$ cat src/rtl/led_mode_ctrl.sv
// led_mode_ctrl
// User I/O sequencer for the 4-switch / 4-LED path.
// - Raw SW[3:0] and MODE_BTN are synchronised and debounced.
// - The debounced button steps through four LED mapping modes.
// - LED_USER shows a blink code of MODE+1 pulses.
// All state is on the rising edge of CLK, with a synchronous active-high RST.
module led_mode_ctrl #(
  parameter int unsigned DEBOUNCE_CYCLES = 16000,
  parameter int unsigned STEP_CYCLES     = 4000000,
  parameter int unsigned PULSE_CYCLES    = 2000000
) (
  input  logic       CLK,
  input  logic       RST,
  input  logic [3:0] SW,
  input  logic       MODE_BTN,
  output logic [3:0] LED_BUS,
  output logic [1:0] MODE,
  output logic       LED_USER
);

  // Counter widths. Each width holds the terminal value of its counter.
  localparam int unsigned DB_W   = (DEBOUNCE_CYCLES > 2) ? $clog2(DEBOUNCE_CYCLES) : 1;
  localparam int unsigned STEP_W = (STEP_CYCLES > 1) ? $clog2(STEP_CYCLES) : 1;
  localparam int unsigned PH_W   = $clog2(4 * PULSE_CYCLES);

  localparam logic [DB_W-1:0]   DB_LAST    = DB_W'(DEBOUNCE_CYCLES - 1);
  localparam logic [STEP_W-1:0] STEP_LAST  = STEP_W'(STEP_CYCLES - 1);
  localparam logic [PH_W-1:0]   GAP_LAST   = PH_W'(4 * PULSE_CYCLES - 1);
  localparam logic [PH_W-1:0]   PULSE_LAST = PH_W'(PULSE_CYCLES - 1);

  typedef enum logic [1:0] {
    BL_GAP = 2'd0,
    BL_ON  = 2'd1,
    BL_OFF = 2'd2
  } blink_state_e;

  // True when exactly one bit of a 4-bit pattern is set.
  function automatic logic is_onehot4(input logic [3:0] v);
    return (v != 4'd0) && ((v & (v - 4'd1)) == 4'd0);
  endfunction

  // Bit 4 carries MODE_BTN; bits 3:0 carry SW.
  logic [4:0]            sync1_q;
  logic [4:0]            sync2_q;
  logic [4:0]            deb_q;
  logic [4:0]            deb_d;
  logic [4:0][DB_W-1:0]  deb_cnt_q;
  logic [4:0][DB_W-1:0]  deb_cnt_d;

  logic                  btn_prev_q;
  logic                  mode_step_s;
  logic [1:0]            mode_q;
  logic [1:0]            mode_d;

  logic [3:0]            chase_q;
  logic [3:0]            chase_d;
  logic [STEP_W-1:0]     step_cnt_q;
  logic [STEP_W-1:0]     step_cnt_d;

  logic [3:0]            led_bus_q;
  logic [3:0]            led_bus_d;
  logic [3:0]            sw_db_s;

  blink_state_e          blink_state_q;
  logic [PH_W-1:0]       ph_cnt_q;
  logic [2:0]            pulse_cnt_q;
  logic [2:0]            pulse_target_s;
  logic                  led_user_q;

  assign sw_db_s = deb_q[3:0];

  // Debounce. A bit only follows its synced input after DEBOUNCE_CYCLES
  // consecutive cycles of disagreement. Any agreement clears the counter.
  always_comb begin
    deb_d     = deb_q;
    deb_cnt_d = deb_cnt_q;
    for (int i = 0; i < 5; i++) begin
      if (sync2_q[i] == deb_q[i]) begin
        deb_cnt_d[i] = '0;
      end else if (deb_cnt_q[i] == DB_LAST) begin
        deb_d[i]     = sync2_q[i];
        deb_cnt_d[i] = '0;
      end else begin
        deb_cnt_d[i] = deb_cnt_q[i] + DB_W'(1);
      end
    end
  end

  // Mode advance. Only the rising edge of the debounced button counts,
  // so holding the button steps MODE exactly once.
  always_comb begin
    mode_step_s = deb_q[4] & ~btn_prev_q;
    if (mode_step_s) begin
      mode_d = mode_q + 2'd1;
    end else begin
      mode_d = mode_q;
    end
  end

  // Chase pattern. It is held at 0001 outside mode 3, so entering mode 3
  // always starts from 0001 with a zero step counter. d[1] freezes the
  // chase and d[0] selects the rotate direction.
  always_comb begin
    chase_d    = chase_q;
    step_cnt_d = step_cnt_q;
    if (mode_q != 2'd3) begin
      chase_d    = 4'b0001;
      step_cnt_d = '0;
    end else if (!is_onehot4(chase_q)) begin
      chase_d    = 4'b0001;
      step_cnt_d = '0;
    end else if (sw_db_s[1]) begin
      chase_d    = chase_q;
      step_cnt_d = step_cnt_q;
    end else if (step_cnt_q == STEP_LAST) begin
      step_cnt_d = '0;
      if (sw_db_s[0]) begin
        chase_d = {chase_q[0], chase_q[3:1]};
      end else begin
        chase_d = {chase_q[2:0], chase_q[3]};
      end
    end else begin
      step_cnt_d = step_cnt_q + STEP_W'(1);
    end
  end

  // LED mapping. It uses the next MODE so that LED_BUS and MODE update on
  // the same edge. It uses the current debounced switches.
  always_comb begin
    case (mode_d)
      2'd0:    led_bus_d = sw_db_s;
      2'd1:    led_bus_d = {sw_db_s[3], ^sw_db_s, &sw_db_s, |sw_db_s};
      2'd2:    led_bus_d = {sw_db_s[0], sw_db_s[1], sw_db_s[2], sw_db_s[3]};
      2'd3:    led_bus_d = chase_d;
      default: led_bus_d = 4'b0000;
    endcase
  end

  // State registers for the synchronisers, debounce, mode, chase and LED bus.
  always_ff @(posedge CLK) begin
    if (RST) begin
      sync1_q    <= 5'd0;
      sync2_q    <= 5'd0;
      deb_q      <= 5'd0;
      deb_cnt_q  <= '0;
      btn_prev_q <= 1'b0;
      mode_q     <= 2'd0;
      chase_q    <= 4'b0001;
      step_cnt_q <= '0;
      led_bus_q  <= 4'b0000;
    end else begin
      sync1_q    <= {MODE_BTN, SW};
      sync2_q    <= sync1_q;
      deb_q      <= deb_d;
      deb_cnt_q  <= deb_cnt_d;
      btn_prev_q <= deb_q[4];
      mode_q     <= mode_d;
      chase_q    <= chase_d;
      step_cnt_q <= step_cnt_d;
      led_bus_q  <= led_bus_d;
    end
  end

  assign pulse_target_s = {1'b0, mode_q} + 3'd1;

  // Blink FSM. Cycle: GAP (4 pulse lengths low), then MODE+1 ON/OFF pulses.
  // A mode step restarts it from GAP on the edge where MODE updates, so an
  // old code never runs into a new one.
  always_ff @(posedge CLK) begin
    if (RST) begin
      blink_state_q <= BL_GAP;
      ph_cnt_q      <= '0;
      pulse_cnt_q   <= 3'd0;
      led_user_q    <= 1'b0;
    end else if (mode_step_s) begin
      blink_state_q <= BL_GAP;
      ph_cnt_q      <= '0;
      pulse_cnt_q   <= 3'd0;
      led_user_q    <= 1'b0;
    end else begin
      case (blink_state_q)
        BL_GAP: begin
          if (ph_cnt_q == GAP_LAST) begin
            blink_state_q <= BL_ON;
            ph_cnt_q      <= '0;
            pulse_cnt_q   <= 3'd0;
            led_user_q    <= 1'b1;
          end else begin
            ph_cnt_q      <= ph_cnt_q + PH_W'(1);
            led_user_q    <= 1'b0;
          end
        end
        BL_ON: begin
          if (ph_cnt_q == PULSE_LAST) begin
            blink_state_q <= BL_OFF;
            ph_cnt_q      <= '0;
            pulse_cnt_q   <= pulse_cnt_q + 3'd1;
            led_user_q    <= 1'b0;
          end else begin
            ph_cnt_q      <= ph_cnt_q + PH_W'(1);
            led_user_q    <= 1'b1;
          end
        end
        BL_OFF: begin
          if (ph_cnt_q == PULSE_LAST) begin
            ph_cnt_q <= '0;
            if (pulse_cnt_q == pulse_target_s) begin
              blink_state_q <= BL_GAP;
              led_user_q    <= 1'b0;
            end else begin
              blink_state_q <= BL_ON;
              led_user_q    <= 1'b1;
            end
          end else begin
            ph_cnt_q   <= ph_cnt_q + PH_W'(1);
            led_user_q <= 1'b0;
          end
        end
        default: begin
          blink_state_q <= BL_GAP;
          ph_cnt_q      <= '0;
          pulse_cnt_q   <= 3'd0;
          led_user_q    <= 1'b0;
        end
      endcase
    end
  end

  assign LED_BUS  = led_bus_q;
  assign MODE     = mode_q;
  assign LED_USER = led_user_q;

endmodule

$ cat config.mk
export PLATFORM = sky130hd
export DESIGN_NAME = led_mode_ctrl
export DESIGN_NICKNAME = d
export VERILOG_FILES = /design/src/rtl/led_mode_ctrl.sv
export SDC_FILE = /design/constraint.sdc
export NUM_CORES = 1
export LEC_CHECK = 0
export ABC_CLOCK_PERIOD_IN_PS = 2200
export CORE_MARGIN = 5
export CORE_UTILIZATION = 50
export DETAILED_ROUTE_END_ITERATION = 8
export GPL_TIMING_DRIVEN = 0
export PLACE_DENSITY = 0.77
export SYNTH_ARGS = -nofsm -noshare
export SYNTH_HDL_FRONTEND = slang
export SYNTH_SLANG_ARGS = --single-unit
$ cat constraint.sdc
create_clock -name CLK -period 2.2 [get_ports CLK]
set_input_delay 0.66 -clock CLK [delete_from_list [all_inputs] [get_ports CLK]]
set_output_delay 0.66 -clock CLK [all_outputs]
set_load 0.01 [all_outputs]
; Yosys cells after proc, flatten, opt, wreduce, memory -nomap -nowiden
; Index checks and enable logic that the tools add are counted.
[totals]
ff_bits = 147
in_bits = 7
output_inout_bits = 7
word_cells = 112
[op_classes]
addsub = 11
n_eq_ne = 23
n_mux = 24
bitwise = 10
reduce_logical = 23
[ops]
columns = op, n
row1 = $add A14 B1 Y14 const B, 5
row2 = $eq A14 B14 Y1 const B, 5
row3 = $mux W23, 2
row4 = $pmux W23 S2, 1
row5 = $add A23 B1 Y23 const B, 1
row6 = $eq A23 B21 Y1 const B, 1
row7 = $eq A23 B23 Y1 const B, 1
row8 = $add A22 B1 Y22 const B, 1
row9 = $eq A22 B22 Y1 const B, 1
row10 = $mux W22, 1
row11 = $mux W4, 5
row12 = $reduce_or A3 Y1, 6
row13 = $pmux W4 S4, 1
row14 = $reduce_and A2 Y1, 5
row15 = $pmux W3 S3, 1
row16 = $mux W2, 4
row17 = $ne A2 B2 Y1 const B, 4
row18 = $not A1 Y1, 8
row19 = $eq A2 B2 Y1 const B, 3
row20 = $mux W3, 2
row21 = $pmux W2 S3, 1
row22 = $reduce_and A3 Y1, 2
row23 = $eq A1 B1 Y1, 5
row24 = $mux W1, 5
row25 = other kinds (17), 20

; Depth between registers and ports, before layout
[logic_depth]
word_depth = 7
mapped_depth = 8

; Worst setup path after synthesis
; Ideal clock, no wire load.
[synth_timing]
path_kind = reg-to-reg
startpoint = reg ph_cnt_q[0]
endpoint = reg pulse_cnt_q[0]
setup_ns = 0.075
arrival_time_ns = 2.221
t_required_ns = 2.125
slack_ns = -0.096
path_stages_with_launch = 8
synth_period_minus_slack_ns = 2.296
cell_sequence = dfxtp_1 > ha_1 > nand3_1 > or4_1 > o21a_1 > buf_6 > or4_4 > o22ai_1
[synth_between]
elab_chain_cells = 3
elab_cells_between_ends = 5
cone_classes = eq/ne (4) / reduce/logical (1)
[synth_lines]
columns = item, line
row1 = "start, declared", 65  ; logic [PH_W-1:0] ph_cnt_q;
row2 = "start signal, assigned", 189  ; ph_cnt_q <= ph_cnt_q + PH_W'(1);
row3 = "start signal, assigned", 200  ; ph_cnt_q <= ph_cnt_q + PH_W'(1);
row4 = "start signal, assigned", 215  ; ph_cnt_q <= ph_cnt_q + PH_W'(1);
row5 = $eq A23 B21 Y1 / $eq A23 B23 Y1 (equally long branches), "194, 183"
row6 = $ne A2 B2 Y1 (no source line), -
row7 = $reduce_and A3 Y1 (no source line) (*), -
row8 = "end signal, assigned", 197  ; pulse_cnt_q <= pulse_cnt_q + 3'd1;
row9 = "end, declared", 66  ; logic [2:0] pulse_cnt_q;
; Mark *: on every way between the ends. The rest lies on a longest branch, timed or not.
; A chain may end at the register's enable or synchronous reset.

; Worst setup path in the final report
[layout_timing]
startpoint = reg ph_cnt_q[14]
endpoint = reg pulse_cnt_q[0]
; The elaborated chain is that of the path after synthesis.

==> flow_summary.ini <==
[power]
ir_drop_mv = 0.693
p_int_mw = 4.39
p_total_mw = 5.62
power.density_nw_per_um2 = 720
p_sw_mw = 1.23
pwr-share-comb = 0.017
seq_power_share = 0.479
pwr-share-clk = 0.505
leakage_nw = 2.63
swShare = 0.219

[global_routing]
antenna_found_initial = 0
grt_max_degree = 17
grt_pass1_wl_mm = 21.2
grt_pass1_vias = 4827
grt_usage = 0.163
grt_overflow = 0

[synth]
synth_ff_type = dfxtp_1
synthTopCellsByCount = 150 x nor2_1, 147 x dfxtp_1, 71 x xor2_1
syn_area_um2 = 6540
synth.largest_area_cell = dfxtp_1
syn_nets = 765
ys_ff_latch = 147
synth.most_common_cell = nor2_1
synthArstFlopShare = 0
synth_top_area_frac = 0.450
synth-edff-count = 0
yosys-top-cells-area = dfxtp_1 45%, xor2_1 9.5%, nor2_1 8.6%
avgSynthCellArea_um2 = 8.82
synth_cells = 741
synth_cell_types = 49
ys.warnings.count = 0
ys_seq_area_frac = 0.450

[critical_path]
max_stage_delay_ps = 540
critPathSlowestCell = or4_4
cp_data_required_time_ps = 2550
crit_path_max_fanout = 8
rrSetupSlack_ps = -150
r2r-end = pulse_cnt_q[0]$_SDFFE_PP0P_
crit_top_cell = or4_4
reg2regPathDepth = 6
worstPathArrival_ps = 2700
cpLargestDelayFamily = simple AND/OR/NAND/NOR gates
startpoint_type = flop
critPathBufInv = 1
worst_setup_path_end_kind = flop
criticalPathCategory = reg2reg
rr_startpoint = ph_cnt_q[14]$_SDFF_PP0_
crit_chain = or4_4, or4_4, o21a_1, buf_6, or4_4, o22ai_1

[die]
die_w_um = 124
io_pins = 14
die_h_um = 124
dieArea_um2 = 15500
initial_utilization = 0.514
coreArea_um2 = 12700
std_cell_rows = 41

[timing]
fin_ws_ps = -149
maxSlewHeadroom = 0.617
rsz0062_at_grt = true
period_needed_ps = 2350
final_hold_viol_count = 0
setup_tns_ps = -1950
worst_pin_slew_ps = 573
post-route-period-util = 1.07
slew_violations = 0
setup_violations = 25
finClkSkew_ps = 7.05
whs_ps = 442
max_freq_mhz = 426

[place]
placed_cells = 925
place_congestion = 0.803
dp_hpwl_mm = 8.04
io_buffers = 12
place_ws_ps = -254
placed_area_um2 = 6880

[hold_path]
min_from = sync1_q[1]$_SDFF_PP0_
hold_end = sync2_q[1]$_SDFF_PP0_
hold_depth = 1
hold_path_class = reg2reg

[run]
cap_violations = 0

[layout]
instances_no_fill = 969
drive_above_1_share = 0.136
final_cell_area_um2 = 7810
nets = 808
area_growth_pct = 19.5
n_fill_cell = 1086
post-route-util = 0.614
antennaDiodeCount = 0

[detailed_routing]
drt_wl_total_mm = 12.9
first_pass_iters = 4
ant_nets = 0
drc = 0
first_iter_violations = 262
via_per_inst = 5.20
detail_route.wl_per_cell_um = 13.3
vias = 5038

[clocking]
cts.sinks = 147
holdBufCountCts = 0
htreeDepth = 4
cts.clk_slew.worst_paths_ps = 60
clockRootBuffer = clkbuf_16
cts_tree = done
worstSkewPairLatency_ps = 420
cts_buffer_depth = 2
cts_buffers = 17

[status]
violations = negative setup slack
status = finished with violations
## power groups by stage
stage	Combinational (mW)	Clock (mW)	Sequential, mW
final	0.0939	2.84	2.69
after global routing	0.105	3.01	2.69
after CTS	0.0760	2.88	2.69
after detailed placement	0.0714	0	2.75
after global placement	0.0709	0	2.75
after floorplan	0.0475	0	2.75
## cells by family after synthesis
logic type,Yosys count,share of synthesized area
DFF,147,0.450
and+or+nand+nor,376,0.281
buffers and inverters,39,0.0245
AOI/OAI and AO/OA,33,0.0345
adders and majority gates,17,0.0325
muxes,17,0.0268
xor gates and xnor gates,112,0.150
## worst register-to-register path: stages (launching register included)
cell and delay (ps):
dfxtp_2 320, or4_4 540, or4_4 430, o21a_1 200, buf_6 140, or4_4 490
o22ai_1 150
## area by class of cell
cell class              instances  area [um2]  share of cell area
multi-input cells             555        3640               0.466
flip-flops and latches        147        2960               0.378
clock buffers                  17         425              0.0545
repair buffers                 25         229              0.0293
well taps                     172         215              0.0276
clock inverters                15         160              0.0205
plain buffers                  21         120              0.0154
inverters                      17        63.8             0.00817
## how the worst max path moves through the flow
stage	slack, ps	end	cells past startpoint	start
after global routing	-210	pulse_cnt_q[1]$_SDFFE_PP0P_	6	ph_cnt_q[14]$_SDFF_PP0_
after global placement	-200	step_cnt_q[15]$_SDFFE_PP0N_	8	step_cnt_q[7]$_SDFFE_PP0N_
after CTS	-90	pulse_cnt_q[0]$_SDFFE_PP0P_	6	ph_cnt_q[14]$_SDFF_PP0_
after floorplan	-80	pulse_cnt_q[0]$_SDFFE_PP0P_	6	ph_cnt_q[13]$_SDFF_PP0_
final	-150	pulse_cnt_q[0]$_SDFFE_PP0P_	6	ph_cnt_q[14]$_SDFF_PP0_
after detailed placement	-250	pulse_cnt_q[1]$_SDFFE_PP0P_	5	ph_cnt_q[13]$_SDFF_PP0_
## metal layers
metal,track usage,routed length (um)
met1,0.193,5890
met2,0.276,6380
met3,0.0506,387
met4,0.0658,233
met5,0,0
## flip-flops by register name (all words and copies together), names as in the netlist
name	flops
btn_prev_q	1
sync1_q	5
LED_USER	1
LED_BUS	4
pulse_cnt_q	3
deb_q	5
blink_state_q	2
step_cnt_q	22
MODE	2
ph_cnt_q	23
chase_q	4
sync2_q	5
deb_cnt_q	70
## layout by cell type, fill, tap and decap left out, types with 3 or more instances in the layout
master,instances
a21oi_1,9
and3_1,16
and4_1,8
buf_4,11
buf_6,7
clkbuf_1,12
clkbuf_16,17
clkbuf_2,3
clkdlybuf4s50_1,12
clkinv_2,3
clkinv_4,4
clkinvlp_4,4
dfxtp_1,139
dfxtp_2,7
ha_1,14
inv_1,17
mux2_2,4
mux2i_1,13
nand2_1,57
nand2b_1,7
nand3_1,39
nand4_1,24
nand4b_1,4
nor2_1,133
nor2_2,13
nor2_4,4
nor2b_1,14
nor3_1,19
nor4_2,3
nor4b_2,3
o31ai_1,3
or2_2,3
or3_1,5
or4_1,3
or4_4,5
xnor2_1,41
xor2_1,71
## repair_timing
| action | 4_1_cts | 5_1_grt |
|---|---|---|
| resized for setup | 22 | 54 |
| pin swaps | 7 | 16 |
| buffers inserted | 8 | 3 |
| cloned | 0 | 2 |
| setup endpoints to repair | 46 | 69 |
No activity file was read; power rests on OpenSTA's default activity.
